## src/rtl/cache_pkg.sv

```systemverilog
// Shared constants and state encoding for the cache miss-fill engine.
package cache_pkg;
  localparam int WORDS_PER_BLOCK = 8;
  localparam int BLOCK_OFFSET_W  = 4;
  localparam int MEM_LATENCY     = 4;
  localparam int CNT_W           = $clog2(WORDS_PER_BLOCK) + 1;

  typedef enum logic {IDLE = 1'b0, FILL = 1'b1} fill_state_t;
endpackage

```

## src/rtl/fill_counter.sv

```systemverilog
// Word counter for a block fill: clear dominates enable; the extra MSB lets it reach WORDS_PER_BLOCK.
module fill_counter
  import cache_pkg::*;
#(
  parameter int CNT_W_P = CNT_W
) (
  input  logic               clk,
  input  logic               rst_n,
  input  logic               clr,
  input  logic               en,
  output logic [CNT_W_P-1:0] cnt
);
  always_ff @(posedge clk or negedge rst_n) begin
    if (!rst_n)   cnt <= '0;
    else if (clr) cnt <= '0;
    else if (en)  cnt <= cnt + CNT_W_P'(1);
  end
endmodule

```

## src/rtl/cache_fill_fsm.sv

```systemverilog
// Miss-service engine: fetches one aligned block word by word from pipelined memory,
// streams each returned word into the data array and writes the tag with the last word.
module cache_fill_fsm
  import cache_pkg::*;
#(
  parameter int ADDR_W = 16,
  parameter int DATA_W = 16
) (
  input  logic              clk,
  input  logic              rst_n,
  input  logic              miss_detected,
  input  logic [ADDR_W-1:0] miss_address,
  input  logic              mem_grant,
  input  logic              memory_data_valid,
  input  logic [DATA_W-1:0] memory_data,
  output logic              fsm_busy,
  output logic              mem_read,
  output logic [ADDR_W-1:0] memory_address,
  output logic              write_data_array,
  output logic [DATA_W-1:0] fill_data,
  output logic [2:0]        fill_word_idx,
  output logic              write_tag_array
);
  localparam logic [ADDR_W-1:0] OFFSET_MASK = ADDR_W'((1 << BLOCK_OFFSET_W) - 1);

  fill_state_t       state_q, state_d;
  logic [ADDR_W-1:0] base_q;
  logic [CNT_W-1:0]  issue_cnt, recv_cnt;
  logic              cnt_clr;

  always_ff @(posedge clk or negedge rst_n) begin
    if (!rst_n) state_q <= IDLE;
    else        state_q <= state_d;
  end

  // Block base is plain datapath: only meaningful while FILL, loaded by the opening miss.
  always_ff @(posedge clk) begin
    if (state_q == IDLE && miss_detected) base_q <= miss_address & ~OFFSET_MASK;
  end

  // Both counters sit at zero throughout IDLE, so every fill starts from word 0.
  assign cnt_clr = (state_q == IDLE);

  fill_counter #(.CNT_W_P(CNT_W)) u_issue_cnt (
    .clk   (clk),
    .rst_n (rst_n),
    .clr   (cnt_clr),
    .en    (mem_read),
    .cnt   (issue_cnt)
  );

  fill_counter #(.CNT_W_P(CNT_W)) u_recv_cnt (
    .clk   (clk),
    .rst_n (rst_n),
    .clr   (cnt_clr),
    .en    (write_data_array),
    .cnt   (recv_cnt)
  );

  always_comb begin
    state_d          = state_q;
    fsm_busy         = 1'b0;
    mem_read         = 1'b0;
    memory_address   = '0;
    write_data_array = 1'b0;
    fill_data        = '0;
    fill_word_idx    = '0;
    write_tag_array  = 1'b0;
    case (state_q)
      IDLE: begin
        if (miss_detected) state_d = FILL;
      end
      FILL: begin
        fsm_busy         = 1'b1;
        mem_read         = mem_grant && (issue_cnt < CNT_W'(WORDS_PER_BLOCK));
        // Aligned base has zero offset bits, so OR-ing the word offset never carries.
        memory_address   = base_q | ADDR_W'({issue_cnt[CNT_W-2:0], 1'b0});
        write_data_array = memory_data_valid;
        fill_data        = memory_data;
        fill_word_idx    = recv_cnt[CNT_W-2:0];
        if (memory_data_valid && recv_cnt == CNT_W'(WORDS_PER_BLOCK - 1)) begin
          write_tag_array = 1'b1;
          state_d         = IDLE;
        end
      end
      default: state_d = IDLE;
    endcase
  end
endmodule
```

## config.mk

```make
export PLATFORM = sky130hd
export DESIGN_NAME = cache_fill_fsm
export DESIGN_NICKNAME = d
export VERILOG_FILES = /design/src/rtl/cache_pkg.sv /design/src/rtl/fill_counter.sv /design/src/rtl/cache_fill_fsm.sv
export SDC_FILE = /design/constraint.sdc
export NUM_CORES = 1
export LEC_CHECK = 0
export BUFFER_PORTS_ARGS = -buffer_cell sky130_fd_sc_hd__clkbuf_2
export CAP_MARGIN = 20
export CORE_MARGIN = 4
export CORE_UTILIZATION = 34
export DETAILED_ROUTE_END_ITERATION = 8
export GPL_ROUTABILITY_DRIVEN = 0
export HOLD_SLACK_MARGIN = 0.12
export PLACE_DENSITY = 0.77
export SLEW_MARGIN = 10
export SYNTH_ARGS = -nofsm -noshare
export SYNTH_HDL_FRONTEND = slang
export SYNTH_SLANG_ARGS = --single-unit
```

## constraint.sdc

```tcl
create_clock -name clk -period 3.4 [get_ports clk]
set_input_delay 0.68 -clock clk [delete_from_list [all_inputs] [get_ports clk]]
set_output_delay 0.68 -clock clk [all_outputs]
set_load 0.05 [all_outputs]
```

# Word-level counts from Yosys, hierarchy flattened

Cells that the tools add are included.
Widths: inputs -> output; s select.

Bitwise logic cells: 2
Mux-type cells: 15
Add/subtract/negate cells: 2
Magnitude comparators: 1
Reductions and logical operators: 3
Equal/unequal tests: 3

Operators with widths:

| operator            | number |
|---|---|
| $mux 16             | 2 |
| $mux 4              | 4 |
| $or 16x4->16        | 1 |
| $add 4x1->4 const B | 2 |
| $mux 1              | 7 |
| $eq 4x3->1 const B  | 1 |
| $lt 4x4->1 const B  | 1 |
| $ne 2x2->1 const B  | 2 |
| $logic_and 1x1->1   | 3 |
| $mux 3              | 1 |
| $pmux 1 s2          | 1 |
| $not 1->1           | 1 |

Register bits after elaboration: 21
Bits of input ports: 37
Word-level logic and storage cells: 30

# Depth between registers and ports, before layout

Word-level depth: 5
Mapped depth: 4

# Hierarchy

From an unflattened synthesis, not the netlist that was laid out.

Cells, all modules: 93
Area, all modules: 1083.5 um^2

Modules (own cells, without submodules):

| module         | instances | cells each | area each (um^2) |
|---|---|---|---|
| cache_fill_fsm | 1         | 61         | 698.2 |
| fill_counter   | 2         | 16         | 192.7 |

# Worst setup path before layout

No wires, ideal clock.

Path type: reg-to-output
Start: register state_q
End: output port fill_data[10]
Path slack: 1.264 ns
Buffers on the path: 2
Data arrival time: 1.456 ns
Data required time: 2.720 ns
Cell stages (with the launch flop): 4
Path through: dfrtp_1 -> buf_2 -> clkbuf_2 -> and2_1

Longest elaborated chain between the ends: 1

RTL lines:

| what                     | RTL line             | RTL |
|---|---|---|
| start: declaration       | cache_fill_fsm.sv:26 | `fill_state_t state_q, state_d;` |
| start signal: assignment | cache_fill_fsm.sv:33 | `else state_q <= state_d;` |
| $mux 16                  | cache_fill_fsm.sv:69 | `case (state_q)` |
| end: declaration         | cache_fill_fsm.sv:20 | `output logic [DATA_W-1:0] fill_data,` |

Every way passes these cells.

# Worst setup path after layout

Start: register state_q
End: output port write_tag_array

Longest elaborated chain between the ends: 1

RTL lines:

| what             | RTL line             | RTL |
|---|---|---|
| $mux 1           | cache_fill_fsm.sv:69 |  |
| end: declaration | cache_fill_fsm.sv:22 | `output logic write_tag_array` |

Every way passes these cells.

==> results.md <==
* Syn Nets at ~130
* Die H at ~64 um
* Total GRT Usage at between 10% and 20%
* Post-synth EDFFs at 12
* Post-DRT Antenna Nets at 0
* Final instance area at roughly 1500 sq um
* Mapped Area at around 1100 sq um
* Ys flop type: edfxtp_1
* Synth area leader: edfxtp_1
* Total negative slack at 0 ps
* VDD IR-drop max at between 400 and 500 uV
* Worst Setup End Kind: primary output
* Initial Util at approximately 37%
* Vias in the first global route at around 920
* Layout area overhead at 37.7%
* CP Launch Type: register
* Initial antenna violation count at 0
* Max-slew violations at 0
* Cells after Synth at around 90
* Min-Delay Path Class: input port to async pin
* Flop-to-flop setup slack at 1950 ps
* List of most frequent post-synthesis cells: and2_1 (40), edfxtp_1 (12), dfrtp_1 (9), nor2b_1 (5)
* Synth cell types at 19
* Global-route wire length before repair at 3890 um
* Crit-path max FO at 22
* Reg clk slew, reported paths at 110 ps
* Final hold vios at 0
* Syn. warnings at 0
* Syn Area/Cell at ~11 sq um
* Synthesized flop and latch total at 21
* Die Width at 63.7 um
* Total grt overflow at 0
* Diodes inserted at 0
* Fin nets at about 200
* Min Tclk post-route at between 2000 and 2500 ps
* Layout cell share with drive strength beyond 1 at between 40% and 50%
* Tcrit/Tclk final at 70.5%
* Clock sinks at 21
* Yosys top cell area share at around 34%
* Clock Tree Buf Depth at 2
* Worst EP arrival at 1720 ps
* Initial DRC count at 10
* Routed WL per cell at ~12 um
* # rows at 19
* Full die area at 4060 sq um
* Post-DP HPWL at a little under 2000 um
* Post-CTS Hold Buffers at 0
* Final non-filler cell total at between 150 and 200
* Final wirelength at between 2000 and 2500 um
* Worst EP required at between 2000 and 3000 ps
* Slowest-stage cell, CP: dfrtp_1
* Skew final at 4.55 ps
* Sequential-to-total area share from yosys stat at a little under three fifths
* Pleak at a little over 0.7 nW
* Setup Viol. Count Final at 0
* Worst skew pair latency at around 290 ps
* Cells after DPL at between 150 and 200
* Max Cap Viol at 0
* RSZ-0062 raised after global routing: no
* Num CTS Buffers at 3
* Vias post-DR at between 800 and 900
* Pwr dens at between 800 and 900 nW/um^2
* Count leader, synth: and2_1
* Post-layout util at about half
* Status: finished clean
* Largest stage delay, worst path at approximately 670 ps
* Sequence of cells on the critical path: nor2b_1 -> and4_1 -> clkbuf_2
* I/O pin count at 76
* DRT Pass-1 Iters at 2
* H-tree Lvls at 1
* Async set or reset register ratio after synthesis at a little over two fifths
* Root buf cell: clkbuf_4
* PortBufs at 70
* Largest net degree at the start of global routing at 28
* Drt drc at 0
* Dpl cell area at around 1400 sq um
* Post-CTS Resized at 0
* CTS tree: built
* Fmax at ~420 MHz
* Worst slack, placed at approximately 1300 ps
* Top cells by area, synth: edfxtp_1 (34%), and2_1 (24%), dfrtp_1 (21%), nor2b_1 (3.0%), ha_1 (2.4%)
* Critical path class: register to primary output
* Worst setup slack after layout at around 1000 ps
* Core Area at approximately 2900 sq um
* Hold Slack at between 200 and 250 ps
* Vias/cell at between 4 and 5
* Final Power at 1.28 mW
* Setup bufs post-CTS at 0
[power breakdown]
part	switching [mW]	internal [mW]
sequential	0.0619	0.335
combinational	0.551	0.219
clock	0.0696	0.0455
total	0.682	0.600
[layout by cell type (no fill, tap or decap), drive strengths merged, types with 3 or more instances in the layout]
cell / netlist / layout
nand2: 3 / 3
edfxtp: 12 / 12
clkbuf: 3 / 74
nor2b: 6 / 6
dfrtp: 9 / 9
and2: 40 / 40
[registers in the layout, indices dropped and copies added (netlist names)]
register and flops:
base_q 12, state_q 1, u_recv_cnt.cnt 4, u_issue_cnt.cnt 4
[critical path, delay by kind of cell, from the launching register on]
family,cells,cell delay [ps]
buf+inv,1,290
flops,1,670
simple gates,2,480
[routing by layer]
layer | vias up | part of all wire [%] | global-route usage, %
li1 | 437 | - | -
met4 | 0 | 0.89 | 4.85
met1 | 394 | 37 | 11.7
met3 | 2 | 5.1 | 1.78
met5 | - | 0 | 0
met2 | 26 | 57 | 24.4
[final cells by class]
cell class,instances,area (sq um)
clock buffers,4,26.3
fillers,273,1400
multi-input cells,65,437
flip-flops and latches,21,586
well taps,31,38.8
repair buffers,72,365
[kinds of logic (layout without fill, tap and decap cells)]
group	count (synthesis)	in the layout	synth area share (%)
adder cells (fa/ha/maj)	2	2	2.37
flip-flops	21	21	55.5
multiplexers	2	2	1.90
buffers and inverters	6	76	3.08
AND/OR/NAND/NOR	54	54	32.1
AO/OA/AOI/OAI	2	2	1.30
XOR/XNOR	4	4	3.32
other	1	1	0.356
[final timing paths]
kind,start,end,cells after the start
min in group clk,miss_address[15],base_q[15],1
min reg2reg,u_recv_cnt.cnt[3],u_recv_cnt.cnt[3],2
max,state_q,write_tag_array,3
min,rst_n,u_issue_cnt.cnt[0],1
max in group asynchronous,rst_n,u_recv_cnt.cnt[0],1
max reg2reg,state_q,base_q[8],2
Note: power is estimated with default switching activity, not from simulation.
